$ cat config.mk
export PLATFORM = sky130hd
export DESIGN_NAME = poly_mac_engine
export DESIGN_NICKNAME = d
export VERILOG_FILES = /design/src/rtl/poly_mac_engine.sv
export SDC_FILE = /design/constraint.sdc
export NUM_CORES = 1
export LEC_CHECK = 0
export ABC_AREA = 1
export BUFFER_PORTS_ARGS = -buffer_cell sky130_fd_sc_hd__buf_2
export CORE_UTILIZATION = 40
export DETAILED_ROUTE_END_ITERATION = 6
export HOLD_SLACK_MARGIN = 0.08
export SYNTH_ARGS = -nofsm -noshare
export SYNTH_HDL_FRONTEND = slang
export SYNTH_SLANG_ARGS = --single-unit
$ cat constraint.sdc
create_clock -name clk -period 13.1 [get_ports clk]
set_clock_uncertainty 0.05 [all_clocks]
set_input_delay 0 -clock clk [delete_from_list [all_inputs] [get_ports clk]]
set_output_delay 0 -clock clk [all_outputs]
set_load 0.03 [all_outputs]
$ cat src/rtl/poly_mac_engine.sv
// Self-sequenced schoolbook polynomial multiplier r = a*b over signed coefficients,
// with result-RAM clearing and optional in-place fold modulo x^P - x - 1.
module poly_mac_engine #(
    parameter int P      = 757,
    parameter int CW     = 13,
    parameter int AW     = 26,
    parameter int ADDR_W = 11
) (
    input  logic              clk,
    input  logic              rst,
    input  logic              start,
    input  logic              reduce,
    output logic              busy,
    output logic              done,
    output logic [ADDR_W-1:0] out_len,
    output logic [ADDR_W-1:0] a_addr,
    input  logic [CW-1:0]     a_data,
    output logic [ADDR_W-1:0] b_addr,
    input  logic [CW-1:0]     b_data,
    output logic [ADDR_W-1:0] r_raddr,
    input  logic [AW-1:0]     r_rdata,
    output logic [ADDR_W-1:0] r_waddr,
    output logic [AW-1:0]     r_wdata,
    output logic              r_we
);
    localparam logic [ADDR_W-1:0] ONE       = ADDR_W'(1);
    localparam logic [ADDR_W-1:0] LAST_COEF = ADDR_W'(P - 1);
    localparam logic [ADDR_W-1:0] LAST_PROD = ADDR_W'(2 * P - 2);
    localparam logic [ADDR_W-1:0] LEN_FULL  = ADDR_W'(2 * P - 1);
    localparam logic [ADDR_W-1:0] LEN_RED   = ADDR_W'(P);

    typedef enum logic [3:0] {
        IDLE, CLEAR, MAC, DRAIN, F_RD, F_CAP, F_LO, F_HI, DONE
    } state_t;

    state_t                  state;
    logic                    reduce_q;
    logic                    mac_wr;
    logic                    fold_wr;
    logic                    fwd;
    logic [ADDR_W-1:0]       fold_k;
    logic [AW-1:0]           wdata_q;
    logic [AW-1:0]           fold_v;
    logic [AW-1:0]           r_cur;
    logic [AW-1:0]           prod_ext;
    logic signed [2*CW-1:0]  prod;

    // RAM data arrives during the write cycle, so write data cannot be registered;
    // fwd covers the read-first RAM returning a value being overwritten that cycle.
    always_comb begin
        prod     = (2*CW)'($signed(a_data)) * (2*CW)'($signed(b_data));
        prod_ext = AW'(prod);
        r_cur    = fwd ? wdata_q : r_rdata;
        r_wdata  = '0;
        if (mac_wr)
            r_wdata = r_cur + prod_ext;
        else if (fold_wr)
            r_wdata = r_cur + fold_v;
    end

    always_ff @(posedge clk or posedge rst) begin
        if (rst) begin
            state    <= IDLE;
            busy     <= 1'b0;
            done     <= 1'b0;
            out_len  <= '0;
            a_addr   <= '0;
            b_addr   <= '0;
            r_raddr  <= '0;
            r_waddr  <= '0;
            r_we     <= 1'b0;
            reduce_q <= 1'b0;
            mac_wr   <= 1'b0;
            fold_wr  <= 1'b0;
            fwd      <= 1'b0;
            wdata_q  <= '0;
            fold_v   <= '0;
            fold_k   <= '0;
        end else begin
            fwd     <= r_we && (r_raddr == r_waddr);
            wdata_q <= r_wdata;
            case (state)
                IDLE: begin
                    if (start) begin
                        state    <= CLEAR;
                        busy     <= 1'b1;
                        reduce_q <= reduce;
                        out_len  <= reduce ? LEN_RED : LEN_FULL;
                        r_we     <= 1'b1;
                        r_waddr  <= '0;
                    end
                end
                CLEAR: begin
                    if (r_waddr == LAST_PROD) begin
                        state   <= MAC;
                        r_we    <= 1'b0;
                        a_addr  <= '0;
                        b_addr  <= '0;
                        r_raddr <= '0;
                    end else begin
                        r_waddr <= r_waddr + ONE;
                    end
                end
                // Each cycle retires the previous issue's write and issues the next (i, j).
                MAC: begin
                    r_we    <= 1'b1;
                    mac_wr  <= 1'b1;
                    r_waddr <= r_raddr;
                    if (b_addr == LAST_COEF) begin
                        if (a_addr == LAST_COEF) begin
                            state <= DRAIN;
                        end else begin
                            a_addr  <= a_addr + ONE;
                            b_addr  <= '0;
                            r_raddr <= a_addr + ONE;
                        end
                    end else begin
                        b_addr  <= b_addr + ONE;
                        r_raddr <= r_raddr + ONE;
                    end
                end
                DRAIN: begin
                    r_we   <= 1'b0;
                    mac_wr <= 1'b0;
                    if (reduce_q) begin
                        state   <= F_RD;
                        fold_k  <= LAST_PROD;
                        r_raddr <= LAST_PROD;
                    end else begin
                        state <= DONE;
                        done  <= 1'b1;
                    end
                end
                F_RD: begin
                    state   <= F_CAP;
                    r_raddr <= fold_k - LEN_RED;
                end
                F_CAP: begin
                    state   <= F_LO;
                    fold_v  <= r_cur;
                    r_raddr <= fold_k - LEN_RED + ONE;
                    r_waddr <= fold_k - LEN_RED;
                    r_we    <= 1'b1;
                    fold_wr <= 1'b1;
                end
                F_LO: begin
                    state   <= F_HI;
                    r_waddr <= r_waddr + ONE;
                end
                F_HI: begin
                    r_we    <= 1'b0;
                    fold_wr <= 1'b0;
                    if (fold_k == LEN_RED) begin
                        state <= DONE;
                        done  <= 1'b1;
                    end else begin
                        state   <= F_RD;
                        fold_k  <= fold_k - ONE;
                        r_raddr <= fold_k - ONE;
                    end
                end
                DONE: begin
                    done  <= 1'b0;
                    busy  <= 1'b0;
                    state <= IDLE;
                end
                default: state <= IDLE;
            endcase
        end
    end
endmodule

==> run metrics, run 1 <==
met3 usage=2.57%; Fill cells=4122; run status=finished, violations left; num rows=74; TNS Setup=0 ps; RePlAce Congestion=0.908; failing checks=DRC; HP Class=input pin to async pin; Post-route DRC=40; Port Buffers=138; worst setup path end=r_wdata[18]; cts bufs inserted=17; Netlist cell types=61; XOR/XNOR Fraction of Synth Area=1.79%; Reg area=0.00300 mm2; RR Startpoint=fwd$_DFF_PP0_; RSZ-0062 raised after global routing=false; clock buffer depth=2; clock latency on the worst-skew pair=440 ps; post-synthesis simple-gate area fraction=25.0%; worst hold margin=83.2 ps; Post-Synth Adder-Cell Area=31.6%; slowest stage delay, CP=530 ps; CTS Hold Buffers Added=31; syn_nets=2599; Top FF cell, synth=dfrtp_1; Die ar.=0.0425 mm2; DR vias/cell=5.16; dpl cell area=0.0178 mm2; Post-Route WL=49200 um; RR Endpoint=wdata_q[23]$_DFF_PP0_; GRT met2 Usage=39.8%; crit path cell chain=buf_4 > mux2_2 > ha_1 > inv_1 > fa_1 > inv_1 > fa_1 > fa_1 > fa_1 > inv_1 > fa_1 > inv_1 > ha_1 > a21oi_1 > o21ai_0 > a21oi_1 > o21ai_2 > nand2_1 > nand2_1 > nand2_1 > nand2_1 > o21ai_0 > buf_2; CP Capture Type=primary output; Die H=206 um; # H-tree levels=4; Global Route met1 Usage=33.3%; CP most frequent cell=fa_1; post-route cell area=0.0187 mm2; DP Wirelength=40100 um; clock root cell=clkbuf_16; Cell Area, Synth=0.0167 mm2; initial antenna violation count=1; Slew headroom=33.9%; Max Cap Violations=0; gr usage total=24.0%; drt first pass iters=7; Worst EP arrival=6830 ps; clock sinks=120; Iter 0 DRT Violations=941; Post-CTS Repair Setup Buffers=0; ANT nets after route=0; Slew Viols, Final=0; CTS tree=yes; most used routing layer=met2; cell family with most CP delay=adder cells; synth warn=0; Final setup viols=0; EDFF count, synth=0; vias=15.1k; portion of netlist area occupied by mux cells=1.69%; share of flip-flops with an asynchronous set or reset=100%; core footprint=0.0410 mm2; WL/cell=16.8 um; Ports=140; Startpoint Class=flop; number of global-route vias before repair=15.0k; Syn Area/Cell=7.45 um2; flop2flop setup slack=6810 ps; # nets final=2733; worst-margin pin slew=991 ps; Clock transition at path regs=60 ps; initial core utilization=40.7%; compound-gate portion of the synthesized area=9.32%; fin crit period=6880 ps; crit path buf inv count=6; Data required, critical path=13050 ps; Post-CTS Resized=0; f_max=0.145 GHz; Mapped Cells=2238; number of synthesized register bits=120; critical path's slowest cell=fa_1; area of the multi-input gates=0.0116 mm2; Remaining Overflow, GRT=0; Hold Violations, Final=0; Syn-to-layout area delta=12.4%; Crit Path Max Fanout=27; fin crit share=52.5%; worst-case reg-to-reg path depth=22; die width=206 um; layout cells sized above 1=12.1%; origin of the worst setup path=fwd$_DFF_PP0_; first-pass GRT wire length=79400 um; largest net degree at the start of global routing=78; register area share after synthesis=18.0%; largest family of logic cells by synthesized area=adder cells; Crit Path Category=flop to primary output; CP Depth=23
-- worst min-delay path, stage by stage --
cell and delay [ps]:
dlygate4sd3_1 530, buf_2 140, inv_6 310
-- metrics by stage --
| stage | worst slack (ps) | cells | utilization, % |
|---|---|---|---|
| after floorplan | 6880 | 2238 | - |
| after global placement | 6620 | 2854 | 43.3 |
| after detailed placement | 6610 | 2854 | 43.3 |
| after CTS | 6130 | 2917 | 45.7 |
| after global routing | 5860 | 2917 | 45.7 |
| final | 6220 | 2920 | 45.7 |
-- kinds of logic (layout without fill, tap and decap cells) --
group | count (synthesis) | count (layout)
AOI/OAI and AO/OA | 260 | 260
xor gates and xnor gates | 34 | 34
adders and majority gates | 305 | 305
buffers and inverters | 534 | 681
DFF | 120 | 120
muxes | 25 | 25
other | 1 | 4
and+or+nand+nor | 959 | 959
-- synth_stat cells (9+ instances only) --
| library cell | instances | area share, % |
|---|---|---|
| nor2_4 | 9 | 0.61 |
| o22ai_1 | 16 | 0.60 |
| o21ai_2 | 15 | 0.79 |
| or2_2 | 14 | 0.53 |
| inv_2 | 17 | 0.38 |
| a21oi_1 | 82 | 2.5 |
| fa_1 | 193 | 23 |
| nor2_1 | 132 | 3.0 |
| nand2_1 | 602 | 14 |
| nand3b_1 | 9 | 0.41 |
| clkbuf_1 | 31 | 0.70 |
| inv_1 | 454 | 10 |
| dfrtp_1 | 120 | 18 |
| nand3_1 | 114 | 3.4 |
| nor3_1 | 18 | 0.54 |
| xnor2_1 | 14 | 0.74 |
| nand4_1 | 27 | 1.0 |
| xor2_1 | 20 | 1.1 |
| mux2_2 | 25 | 1.7 |
| ha_1 | 112 | 8.4 |
| o21ai_0 | 94 | 2.8 |
| buf_4 | 13 | 0.59 |
| buf_2 | 10 | 0.30 |
-- cell type report --
type / count / share of cell area [%]
diodes: 3 / 0.0401
clock inverters: 14 / 1.18
inverters: 476 / 9.60
well taps: 532 / 3.55
clock buffers: 18 / 2.34
flip-flops and latches: 120 / 16.0
multi-input cells: 1584 / 61.8
repair buffers: 173 / 5.50
-- sequential cells by signal (all words and copies together) (netlist names), 3 cells and up --
register / cells
fold_v: 26
r_waddr: 11
a_addr: 11
fold_k: 11
wdata_q: 26
state: 4
r_raddr: 11
b_addr: 11
out_len: 3
-- worst min-delay path by stage --
stage                                   to  slack, ps  cells past startpoint
global route          wdata_q[4]$_DFF_PP0_        130                      3
floorplan           out_len[9]$_DFFE_PP0P_         80                      2
finish                wdata_q[0]$_DFF_PP0_         80                      3
detailed placement    wdata_q[1]$_DFF_PP0_          2                      2
global placement      wdata_q[1]$_DFF_PP0_         -3                      2
CTS                   wdata_q[1]$_DFF_PP0_        110                      3
-- metal layers --
layer | wire length (um) | up-vias | share of wire, %
met5 | 0 | - | 0
met4 | 959 | 0 | 1.9
met3 | 2410 | 63 | 4.9
met2 | 23400 | 457 | 48
met1 | 22400 | 7382 | 46
li1 | - | 7175 | -
-- cell usage in the layout (no fill, tap or decap), types with 14 or more instances in the layout --
| cell | Yosys | routed |
|---|---|---|
| xnor2_1 | 14 | 14 |
| nor3_1 | 18 | 18 |
| nand2_1 | 602 | 602 |
| or2_2 | 14 | 14 |
| nand3_1 | 114 | 114 |
| dlygate4sd3_1 | 0 | 31 |
| fa_1 | 193 | 193 |
| buf_2 | 10 | 138 |
| nor2_1 | 132 | 132 |
| xor2_1 | 20 | 20 |
| o21ai_0 | 94 | 94 |
| inv_1 | 454 | 453 |
| clkbuf_16 | 0 | 17 |
| o22ai_1 | 16 | 16 |
| dfrtp_1 | 120 | 120 |
| nand4_1 | 27 | 27 |
| o21ai_2 | 15 | 15 |
| inv_2 | 17 | 17 |
| mux2_2 | 25 | 25 |
| ha_1 | 112 | 112 |
| a21oi_1 | 82 | 82 |
Power of run 1 is left out: the tool's default activity adds up to more than one toggle a clock period on the data nets, which glitch-free logic cannot reach.
==> run 2: changes to the inputs <==
- clock period: 13.1 -> 5.6 ns (I/O delays scaled with it)
==> run 2 against run 1 <==
Compared with the run above: the flow finishes with violations (DRC, setup timing); design area rose by 11%; via count is 3.7% higher; sequential share of layout area down 1.5 points; register-to-register slack lost 6800 ps; first-iteration DRC count decreased by 2.6%; utilization is 4.9 points higher; global-route usage increased by 1.4 points; worst hold slack improved by 40 ps.
==> run metrics, run 2 (synthesized netlist as in run 1, its figures left out) <==
run status=finished, violations left (unchanged); failing checks=DRC, setup timing (was DRC); num rows=74 (unchanged); vias=15.6k (was 15.1k); Hold Violations, Final=0 (unchanged); clock root cell=clkbuf_16 (unchanged); clock latency on the worst-skew pair=430 ps (was 440 ps); initial antenna violation count=0 (was 1); cts bufs inserted=17 (unchanged); Clock transition at path regs=60 ps (about the same); die width=206 um (unchanged); Ports=140 (unchanged); cell family with most CP delay=adder cells (unchanged); fin crit period=6010 ps; Startpoint Class=flop (unchanged); Port Buffers=138 (unchanged); Iter 0 DRT Violations=917 (was 941); RSZ-0062 raised after global routing=true (was false); RR Endpoint=wdata_q[18]$_DFF_PP0_ (was wdata_q[23]$_DFF_PP0_); RR Startpoint=fwd$_DFF_PP0_ (unchanged); HP Class=input pin to flop (was input pin to async pin); Hold Path Stages=6; Die H=206 um (unchanged); Slew Viols, Final=0 (unchanged); hold_sp=r_rdata[8]; Crit Path Category=flop to primary output (unchanged); Reg area=0.00300 mm2 (about the same); Slew headroom=45.5% (was 33.9%); slowest stage delay, CP=520 ps (was 530 ps); core footprint=0.0410 mm2 (unchanged); gr usage total=25.5% (was 24.0%); area of the multi-input gates=0.0125 mm2 (was 0.0116 mm2); Worst EP arrival=5960 ps (was 6830 ps); CP Capture Type=primary output (unchanged); RePlAce Congestion=0.888 (was 0.908); most common cell after layout, fill and taps aside=nand2_1 (unchanged); final worst setup slack=-409 ps (was 6220 ps); most frequent cells in the layout=572 x nand2_1, 434 x inv_1, 186 x fa_1, 132 x buf_4, 121 x nor2_1 (was 602 x nand2_1, 453 x inv_1, 193 x fa_1, 138 x buf_2, 132 x nor2_1); layout cells sized above 1=22.7% (was 12.1%); Post-Route WL=52600 um (was 49200 um); Final setup viols=20 (was 0); Crit Path Max Fanout=8 (was 27); first-pass GRT wire length=83700 um (was 79400 um); worst hold margin=123 ps (was 83.2 ps); f_max=0.166 GHz; worst-case reg-to-reg path depth=22 (unchanged); initial core utilization=40.7% (unchanged); Fill cells=4005 (was 4122); Syn-to-layout area delta=24.3% (was 12.4%); CTS tree=yes (unchanged); drt first pass iters=7 (unchanged); critical path's slowest cell=fa_1 (unchanged); Post-route DRC=13 (was 40); WL/cell=17.3 um (was 16.8 um); Max Cap Violations=0 (unchanged); top flop regs=fold_v x26, wdata_q x26 (unchanged); Worst Hold End=fold_v[8]$_DFFE_PP0P_; crit path buf inv count=9 (was 6); Data required, critical path=5550 ps (was 13050 ps); ANT nets after route=0 (unchanged); Ant. Diodes=0 (was 3); # nets final=2862 (was 2733); fin crit share=107%; DR vias/cell=5.13 (was 5.16); largest net degree at the start of global routing=80 (was 78); DP Wirelength=42800 um (was 40100 um); # H-tree levels=4 (unchanged); worst-margin pin slew=817 ps (was 991 ps); Die ar.=0.0425 mm2 (unchanged); flop2flop setup slack=-30 ps (was 6810 ps); number of global-route vias before repair=15.8k (was 15.0k); clock sinks=120 (unchanged); Remaining Overflow, GRT=0 (unchanged); clock buffer depth=2 (unchanged)
run 2: worst max-delay path by stage:
stage | start | end | slack, ps | cells after the start
4_1_cts | fwd$_DFF_PP0_ | r_wdata[18] | -410 | 21
6_report | fwd$_DFF_PP0_ | r_wdata[19] | -410 | 25
3_5_place_dp | fwd$_DFF_PP0_ | r_wdata[22] | -330 | 18
2_1_floorplan | fwd$_DFF_PP0_ | wdata_q[23]$_DFF_PP0_ | -80 | 23
3_3_place_gp | fwd$_DFF_PP0_ | r_wdata[22] | -330 | 18
5_1_grt | fwd$_DFF_PP0_ | r_wdata[16] | -610 | 20
run 2: worst register-to-register path: stages (launching register included):
cell and delay, ps:
dfrtp_2 440, mux2_4 330, fa_1 520, inv_2 50, fa_1 530, inv_1 50, fa_1 510, fa_2 450
fa_1 490, inv_1 50, fa_1 500, inv_2 50, ha_4 300, nand2_4 60, nor2_4 120, nand4_1 190
o21ai_2 290, nand2_1 110, nand2_2 90, nand2_2 50, nand2_2 70, o21ai_4 80, buf_4 160
run 2: area by class of cell:
cell class | instances | area share [%]
timing repair buffer | 302 | 10.5
multi-input combinational | 1584 | 60.3
tap | 532 | 3.21
clock buffer | 20 | 2.11
sequential | 120 | 14.5
clock inverter | 12 | 0.724
inverter | 476 | 8.68
run 2: per-stage QoR:
step                      worst slack, ps  cell area (um2)  utilization (%)  setup TNS, ps  instances
after CTS                            -410            20600             50.2          -5220       3045
after global routing                 -612            20700             50.5         -10030       3046
final                                -409            20700             50.5          -5160       3046
after detailed placement             -333            18700             45.6          -4000       2965
after global placement               -334            18700             45.6          -2760       2965
after floorplan                     -78.5            16700                -          -78.5       2238
run 2: per-layer routing:
layer  vias up  track usage, %  wire [um]
met3        84            3.53       2190
met4         0            6.80       1320
met1      7717            34.1      23700
met5         -               0          0
li1       7429               -          -
met2       399            43.0      25400
run 2: what timing repair did:
item,CTS,global route
pin swaps,72,45
setup endpoints to repair,33,34
gates cloned,1,0
hold buffers,27,0
resized for setup,188,47
hold endpoints to repair,108,0
setup buffers,20,3
Power of run 2 is left out for the same reason.
==> run 3: changes to the inputs <==
- SKIP_LAST_GASP: unset -> 1
- clock period: 5.6 -> 6.15 ns (I/O delays scaled with it)
==> run 3 against run 2 <==
Compared with the run above: the flow finishes with violations (DRC); design area is 4.7% lower; first-iteration DRC count grew 33%; critical path type unchanged; largest cell class unchanged; wire length is 1.8% lower.
==> run metrics, run 3 (synthesized netlist as in run 1, its figures left out) <==
# nets final=2768 (was 2862); Place WS=194 ps (was -333 ps); Die ar.=0.0425 mm2 (unchanged); top flop regs=fold_v x26, wdata_q x26 (unchanged); TNS Setup=0 ps (was -5160 ps); number of global-route vias before repair=15.1k (was 15.8k); WL/cell=17.5 um (was 17.3 um); failing checks=DRC (was DRC, setup timing); Slew headroom=33.2% (was 45.5%); fin crit period=6120 ps; CTS tree=yes (unchanged); first-pass GRT wire length=81600 um (was 83700 um); cts bufs inserted=17 (unchanged); core footprint=0.0410 mm2 (unchanged); fin util=48.2% (was 50.5%); Post-route DRC=21 (was 13); Syn-to-layout area delta=18.5% (was 24.3%); fin crit share=99.5%; Global Route met1 Usage=34.7% (was 34.1%); initial antenna violation count=0 (unchanged); origin of the worst setup path=fwd$_DFF_PP0_ (unchanged); vias=15.3k (was 15.6k); ANT nets after route=0 (unchanged); Ant. Diodes=0 (unchanged); # H-tree levels=4 (unchanged); clock root cell=clkbuf_16 (unchanged); final worst setup slack=30.5 ps (was -409 ps); Slew Viols, Final=0 (unchanged); layout cells sized above 1=18.0% (was 22.7%); slowest stage delay, CP=530 ps (was 520 ps); Crit Path Category=flop to primary output (unchanged); f_max=0.163 GHz; Ports=140 (unchanged); DR vias/cell=5.17 (was 5.13); clock latency on the worst-skew pair=430 ps (about the same); critical path's slowest cell=fa_1 (unchanged); clock sinks=120 (unchanged); Worst EP arrival=6070 ps (was 5960 ps); Fill cells=4039 (was 4005); Iter 0 DRT Violations=1222 (was 917); die width=206 um (unchanged); Post-Route WL=51600 um (was 52600 um); Clock transition at path regs=60 ps (about the same); Reg area=0.00300 mm2 (unchanged); crit path buf inv count=7 (was 9); Remaining Overflow, GRT=0 (unchanged); Max Cap Violations=0 (unchanged); DP Wirelength=41400 um (was 42800 um); met3 usage=2.76% (was 3.53%); area of the multi-input gates=0.0123 mm2 (was 0.0125 mm2); clock buffer depth=2 (unchanged); num rows=74 (unchanged); GRT met2 Usage=41.3% (was 43.0%); worst-margin pin slew=1000 ps (was 817 ps); CP Capture Type=primary output (unchanged); Crit Path Max Fanout=5 (was 8); cell family with most CP delay=adder cells (unchanged); crit path cell chain=buf_6 > buf_12 > mux2_4 > ha_4 > inv_1 > fa_1 > inv_1 > fa_1 > fa_2 > fa_1 > inv_1 > fa_1 > inv_2 > ha_4 > a21oi_2 > o21ai_1 > a21oi_2 > o21ai_4 > nand2_1 > nand2_1 > nand2_1 > nand2_1 > o21ai_2 > buf_6; Data required, critical path=6100 ps (was 5550 ps); RR Startpoint=fwd$_DFF_PP0_ (unchanged); Final setup viols=0 (was 20); most common cell after layout, fill and taps aside=nand2_1 (unchanged); largest net degree at the start of global routing=72 (was 80); Startpoint Class=flop (unchanged); gr usage total=24.9% (was 25.5%); Port Buffers=138 (unchanged); run status=finished, violations left (unchanged); Die H=206 um (unchanged); HP Class=input pin to async pin (was input pin to flop); initial core utilization=40.7% (unchanged); flop2flop setup slack=360 ps (was -30 ps); RSZ-0062 raised after global routing=true (unchanged); drt first pass iters=7 (unchanged); RePlAce Congestion=0.929 (was 0.888); Hold Violations, Final=0 (unchanged); most frequent cells in the layout=578 x nand2_1, 440 x inv_1, 188 x fa_1, 123 x buf_2, 122 x nor2_1 (was 572 x nand2_1, 434 x inv_1, 186 x fa_1, 132 x buf_4, 121 x nor2_1); most used routing layer=met2 (unchanged)
-- run 3: worst reg2reg max path: cells and delay by family (launching register included) --
family / cells / cell delay [ps]
compound gates: 2 / 420
xor+xnor: 1 / 180
fa+ha+maj: 7 / 3330
buf+inv: 6 / 420
flops: 1 / 490
mux: 1 / 360
simple gates: 4 / 500
-- run 3: final timing paths --
kind	end	depth (start not counted)
worst max-delay path	r_wdata[18]	24
worst min-delay path	wdata_q[4]$_DFF_PP0_	3
worst max register to register	wdata_q[16]$_DFF_PP0_	21
worst min register to register	fold_v[21]$_DFFE_PP0P_	2
max in group asynchronous	fold_v[22]$_DFFE_PP0P_	4
min in group clk	wdata_q[0]$_DFF_PP0_	5
-- run 3: what timing repair did --
item	in CTS	in global routing
setup endpoints to repair	13	19
hold endpoints to repair	82	0
buffers inserted	2	14
cloned	2	0
pin swaps	13	61
hold buffers	31	0
resized for setup	71	119
-- run 3: final cells by class --
type                       count  share of cell area (%)
sequential                   120                    15.2
tap                          532                    3.37
inverter                     476                    9.12
timing repair buffer         208                    7.11
clock inverter                14                   0.994
clock buffer                  18                    2.22
multi-input combinational   1584                    62.0
-- run 3: stage by stage --
stage	area (um2)	hold WS (ps)	cells
final	19800	114	2952
after global placement	17900	25.4	2872
after detailed placement	17900	35.4	2872
after global routing	19800	158	2952
after floorplan	16700	78.5	2238
after CTS	19200	130	2939
-- run 3: per-layer routing --
metal,share of wire (%),vias up,wire length (um)
met2,48,498,24600
met3,5.2,61,2690
met1,45,7455,23300
li1,-,7261,-
met4,1.9,0,970
met5,0,-,0
Power of run 3 is left out for the same reason.
